$ cat src/rtl/spi_master_param.sv
// spi_master_param: parametrised SPI master with a single chip-select.
// Word width, SCLK divider, CPOL/CPHA and bit order are all configurable.
// The mode and bit order are latched per transaction on start.
// The start/busy/valid handshake faces the core logic.
// sclk/mosi/cs_n/miso face the pin wrapper.
module spi_master_param #(
    parameter int DATA_W  = 8,
    parameter int CLK_DIV = 2
) (
    input  logic              clk,
    input  logic              rst_n,
    input  logic              start,
    input  logic [DATA_W-1:0] tx_data,
    input  logic              cpol,
    input  logic              cpha,
    input  logic              lsb_first,
    input  logic              miso,
    output logic              sclk,
    output logic              mosi,
    output logic              cs_n,
    output logic              busy,
    output logic [DATA_W-1:0] rx_data,
    output logic              rx_valid,
    output logic              tx_done
);

    localparam int CNT_W = $clog2(CLK_DIV) + 1;
    localparam int BIT_W = $clog2(DATA_W);
    localparam logic [CNT_W-1:0] DIV_LAST = CNT_W'(CLK_DIV - 1);
    localparam logic [BIT_W-1:0] BIT_LAST = BIT_W'(DATA_W - 1);

    typedef enum logic [1:0] {
        IDLE,
        LEAD,
        SHIFT,
        TRAIL
    } state_t;

    state_t            state;
    logic [CNT_W-1:0]  div_cnt;   // clk cycles within the current half-period
    logic [BIT_W-1:0]  bit_cnt;   // index of the bit currently being exchanged
    logic              phase;     // 0: leading half of a bit, 1: trailing half
    logic [DATA_W-1:0] tx_sr;     // bits still waiting to be driven, next one at the head
    logic [DATA_W-1:0] rx_sr;     // received bits being assembled
    logic              cpol_q;
    logic              cpha_q;
    logic              lsb_q;

    // Bit at the head of the transmit shifter for the selected order.
    function automatic logic head_bit(input logic [DATA_W-1:0] v, input logic lsb);
        return lsb ? v[0] : v[DATA_W-1];
    endfunction

    // Drop the head bit so the next bit to send becomes the head.
    function automatic logic [DATA_W-1:0] drop_head(input logic [DATA_W-1:0] v, input logic lsb);
        return lsb ? {1'b0, v[DATA_W-1:1]} : {v[DATA_W-2:0], 1'b0};
    endfunction

    // Insert a received bit so the first bit lands on bit 0 (lsb) or MSB.
    function automatic logic [DATA_W-1:0] push_bit(input logic [DATA_W-1:0] v, input logic lsb,
                                                   input logic b);
        return lsb ? {b, v[DATA_W-1:1]} : {v[DATA_W-2:0], b};
    endfunction

    // Transaction sequencer: all outputs are registered here.
    // NOTE: every state element uses non-blocking assignment so that all
    // registers update together from the values they held before the edge.
    always_ff @(posedge clk) begin
        if (!rst_n) begin
            state    <= IDLE;
            div_cnt  <= '0;
            bit_cnt  <= '0;
            phase    <= 1'b0;
            tx_sr    <= '0;
            rx_sr    <= '0;
            cpol_q   <= 1'b0;
            cpha_q   <= 1'b0;
            lsb_q    <= 1'b0;
            sclk     <= 1'b0;
            mosi     <= 1'b0;
            cs_n     <= 1'b1;
            busy     <= 1'b0;
            rx_data  <= '0;
            rx_valid <= 1'b0;
            tx_done  <= 1'b0;
        end else begin
            // NOTE: pulse outputs default low each cycle.
            // Only the IDLE-entry branch raises them, so they last exactly one cycle.
            rx_valid <= 1'b0;
            tx_done  <= 1'b0;

            case (state)
                IDLE: begin
                    sclk <= cpol_q;
                    if (start) begin
                        cpol_q  <= cpol;
                        cpha_q  <= cpha;
                        lsb_q   <= lsb_first;
                        sclk    <= cpol;
                        cs_n    <= 1'b0;
                        busy    <= 1'b1;
                        div_cnt <= '0;
                        bit_cnt <= '0;
                        phase   <= 1'b0;
                        rx_sr   <= '0;
                        if (!cpha) begin
                            // With cpha=0 the first bit must be valid before the first leading edge.
                            mosi  <= head_bit(tx_data, lsb_first);
                            tx_sr <= drop_head(tx_data, lsb_first);
                        end else begin
                            tx_sr <= tx_data;
                        end
                        state <= LEAD;
                    end
                end

                LEAD: begin
                    if (div_cnt == DIV_LAST) begin
                        div_cnt <= '0;
                        state   <= SHIFT;
                    end else begin
                        div_cnt <= div_cnt + 1'b1;
                    end
                end

                SHIFT: begin
                    if (div_cnt == DIV_LAST) begin
                        div_cnt <= '0;
                        sclk    <= ~sclk;
                        if (!phase) begin
                            // Leading edge.
                            if (!cpha_q) begin
                                rx_sr <= push_bit(rx_sr, lsb_q, miso);
                            end else begin
                                mosi  <= head_bit(tx_sr, lsb_q);
                                tx_sr <= drop_head(tx_sr, lsb_q);
                            end
                            phase <= 1'b1;
                        end else begin
                            // Trailing edge.
                            if (cpha_q) begin
                                rx_sr <= push_bit(rx_sr, lsb_q, miso);
                            end else if (bit_cnt != BIT_LAST) begin
                                mosi  <= head_bit(tx_sr, lsb_q);
                                tx_sr <= drop_head(tx_sr, lsb_q);
                            end
                            phase <= 1'b0;
                            if (bit_cnt == BIT_LAST) begin
                                state <= TRAIL;
                            end else begin
                                bit_cnt <= bit_cnt + 1'b1;
                            end
                        end
                    end else begin
                        div_cnt <= div_cnt + 1'b1;
                    end
                end

                TRAIL: begin
                    if (div_cnt == DIV_LAST) begin
                        div_cnt  <= '0;
                        sclk     <= cpol_q;
                        cs_n     <= 1'b1;
                        busy     <= 1'b0;
                        rx_data  <= rx_sr;
                        rx_valid <= 1'b1;
                        tx_done  <= 1'b1;
                        state    <= IDLE;
                    end else begin
                        div_cnt <= div_cnt + 1'b1;
                    end
                end

                default: state <= IDLE;
            endcase
        end
    end

endmodule
$ cat config.mk
export PLATFORM = sky130hd
export DESIGN_NAME = spi_master_param
export DESIGN_NICKNAME = d
export VERILOG_FILES = /design/src/rtl/spi_master_param.sv
export SDC_FILE = /design/constraint.sdc
export NUM_CORES = 1
export LEC_CHECK = 0
export ABC_AREA = 1
export CELL_PAD_IN_SITES_DETAIL_PLACEMENT = 1
export CELL_PAD_IN_SITES_GLOBAL_PLACEMENT = 1
export CORE_UTILIZATION = 39
export DETAILED_ROUTE_END_ITERATION = 6
export PLACE_DENSITY = 0.82
export RECOVER_POWER = 25
export SETUP_SLACK_MARGIN = 0.2
export SLEW_MARGIN = 10
export SYNTH_ARGS = -nofsm -noshare
export SYNTH_HDL_FRONTEND = slang
export SYNTH_SLANG_ARGS = --single-unit
$ cat constraint.sdc
create_clock -name clk -period 2.1 [get_ports clk]
set_input_delay 0.42 -clock clk [delete_from_list [all_inputs] [get_ports clk]]
set_output_delay 0.42 -clock clk [all_outputs]
set_load 0.02 [all_outputs]
==> impl_metrics.py <==
metrics = {
    "status": {
        "status": "finished, final reports clean",
    },
    "synth": {
        "synth_nets": 359,
        "ys_types": 29,
        "yosysSeqAreaShare_pct": 35.7,
        "yosysWarnings": 0,
        "synthFlopType": "dfxtp_1",
        "ys_seq_elements": 40,
        "netlist_instances": 338,
        "synth_edf_count": 0,
        "synth-async-reset-ratio_pct": 0,
        "netlist_area_sq_mm": 0.00225,
        "syn_area_per_cell_sq_um": 6.64,
    },
    "sta": {
        "worstMarginPinSlew_ns": 0.757,
        "fmax_mhz": 564,
        "slew_violations": 0,
        "rsz0062_at_grt": "false",
        "setup_tns_ns": 0,
        "finalHoldViolCount": 0,
        "period_needed_ns": 1.77,
        "skew_ns": 0.00588,
        "relSlewSlack_pct": 49.6,
        "period_share_pct": 84.5,
        "final-setup-viol-count": 0,
    },
    "global_route": {
        "grt_pass1_wl_mm": 10.4,
        "track_usage_pct": 21.7,
        "antenna_found_initial": 0,
        "grt_pass1_vias": 2319,
        "grt_max_degree": 18,
        "grt.overflow.total": 0,
    },
    "final_layout": {
        "final_cell_mix": "nand2_1 (95), nor2_1 (49), dfxtp_1 (40)",
        "drive_gt1_share_pct": 12.8,
        "final_common_cell": "nand2_1",
        "n_antenna_cell": 0,
        "finalInstanceArea_sq_mm": 0.00276,
        "nets": 394,
        "synthToLayoutAreaGrowth_pct": 23.0,
    },
    "drt": {
        "drc_errors": 0,
        "firstDrtPassIters": 4,
        "routed_wl_mm": 6.01,
        "via_count": 2233,
        "viasPerCell": 5.01,
        "first_iter_violations": 67,
        "wire_per_inst_um": 13.5,
        "ant_nets": 0,
    },
    "floorplanning": {
        "die_h_um": 77.9,
        "die_area_sq_mm": 0.00607,
        "die_width_um": 77.9,
        "io_pins": 29,
        "fp-row-count": 27,
        "core_sq_mm": 0.00554,
        "start_util_pct": 40.5,
    },
    "critical_path": {
        "startpoint": "state[0]",
        "crit_type": "flop to flop",
        "reg2reg_to": "rx_sr[1]",
        "cp_data_required_time_ns": 2.30,
        "arrival_ns": 1.97,
        "worst_setup_path_start_kind": "flop",
        "worstSetupEndpointType": "flop",
        "reg2regPathDepth": 10,
        "path_max_fanout": 14,
        "worstSetupEndpoint": "rx_sr[1]",
        "regToRegSetupSlack_ns": 0.33,
        "r2r_start": "state[0]",
    },
    "clocking": {
        "cts_hold_buffers": 0,
        "cts_buffer_depth": 2,
        "clkSlewWorstSetupHoldPaths_ns": 0.08,
        "cts_sinks": 40,
        "cts_buffers": 5,
        "root_buffer": "clkbuf_8",
        "htreeDepth": 2,
        "cts_tree": "built",
        "clk_latency_ns": 0.30,
    },
    "pwr": {
        "p_seq_share_pct": 30.2,
        "swShare_pct": 43.4,
        "power.internal_mw": 2.03,
        "pwr-share-comb_pct": 51.5,
        "clkPwrFrac_pct": 18.3,
        "leakagePower_nw": 1.20,
        "cellPowerDensity_mw_per_mm2": 1300,
        "p_sw_mw": 1.55,
        "peakVddDrop_mv": 0.475,
    },
    "placement": {
        "place_congestion": 0.799,
        "portBuffers": 28,
        "dpl.hpwl_mm": 4.33,
        "postPlaceCellArea_sq_mm": 0.00258,
    },
    "worst_hold_path": {
        "hp-class": "flop to flop",
    },
    "job": {
        "drv_cap": 0,
    },
}
stage by stage:
step,power [mW],worst slack [ns],instances,hold slack [ns],utilization [%]
after global placement,2.68,0.130,433,0.451,46.6
final,3.58,0.326,446,0.466,49.8
after floorplan,2.40,0.541,338,0.436,-
after CTS,3.57,0.272,445,0.469,49.5
after detailed placement,2.76,0.0829,433,0.457,46.6
after global routing,3.91,0.180,446,0.488,49.8
layout make-up:
class,count,area [sq um]
Inverter,29,111
Multi-Input combinational cell,255,1240
Clock buffer,5,68.8
Clock inverter,3,46.3
Sequential cell,40,801
Timing Repair Buffer,42,407
Tap cell,72,90.1
Fill cell,751,2780
what timing repair did:
action / 4_1_cts / 5_1_grt
gates resized for setup: 1 / 1
setup endpoints to repair: 6 / 9
pin swaps: 1 / 1
setup buffers: 4 / 1
worst min path at each step:
stage | slack [ns] | to | cells past startpoint | from
after detailed placement | 0.46 | rx_data[3] | 2 | rx_data[3]
after floorplan | 0.44 | cpol_q | 2 | cpol_q
final | 0.47 | rx_data[0] | 2 | rx_data[0]
after global routing | 0.49 | rx_data[3] | 2 | rx_data[3]
after global placement | 0.45 | rx_data[3] | 2 | rx_data[3]
after CTS | 0.47 | rx_data[0] | 2 | rx_data[0]
layer usage:
layer / part of all wire [%] / vias up / track usage (%)
met3: 2.3 / 8 / 3.65
li1: - / 1145 / -
met5: 0 / - / 0
met1: 45 / 1047 / 25.3
met4: 1.4 / 0 / 6.04
met2: 52 / 33 / 40.4
logic make-up (layout without fill, tap and decap cells):
logic type	count (synthesis)	in the layout	synth area share, %
and+or+nand+nor	192	192	37.2
AOI/OAI and AO/OA	57	57	14.3
buffers and inverters	43	79	9.47
DFF	40	40	35.7
adders and majority gates	6	6	3.34
cells in the mapped netlist (3+ instances only):
| cell type | n | area, sq um |
|---|---|---|
| o21ai_0 | 9 | 45.0 |
| a21oi_1 | 32 | 160 |
| buf_6 | 3 | 33.8 |
| nand2_2 | 6 | 37.5 |
| nand2_1 | 95 | 357 |
| nor2_2 | 11 | 68.8 |
| nand3_1 | 23 | 115 |
| buf_2 | 6 | 30.0 |
| inv_1 | 26 | 97.6 |
| dfxtp_1 | 40 | 801 |
| nor2_4 | 3 | 33.8 |
| nor2_1 | 50 | 188 |
| a22oi_1 | 8 | 60.1 |
| ha_1 | 6 | 75.1 |
power by group through the flow:
stage	registers, mW	logic, mW	clock network [mW]
floorplan	1.08	1.32	0
global placement	1.09	1.59	0
detailed placement	1.10	1.66	0
CTS	1.08	1.82	0.672
global route	1.10	2.11	0.700
finish	1.08	1.84	0.655
critical path, stage by stage (launching register included):
cell and delay, ns:
dfxtp_1 0.36, inv_1 0.12, ha_2 0.34, inv_4 0.05
buf_4 0.18, a21oi_2 0.17, nor2_4 0.06, buf_12 0.14
buf_4 0.14, nor2_2 0.07, nor2_1 0.05
state kept, by name (all words and copies together), names as in the netlist, 2 cells and up:
signal / count
bit_cnt: 3
div_cnt: 2
rx_data: 8
rx_sr: 8
state: 2
tx_sr: 8
Power figures use the tool's default switching activity.
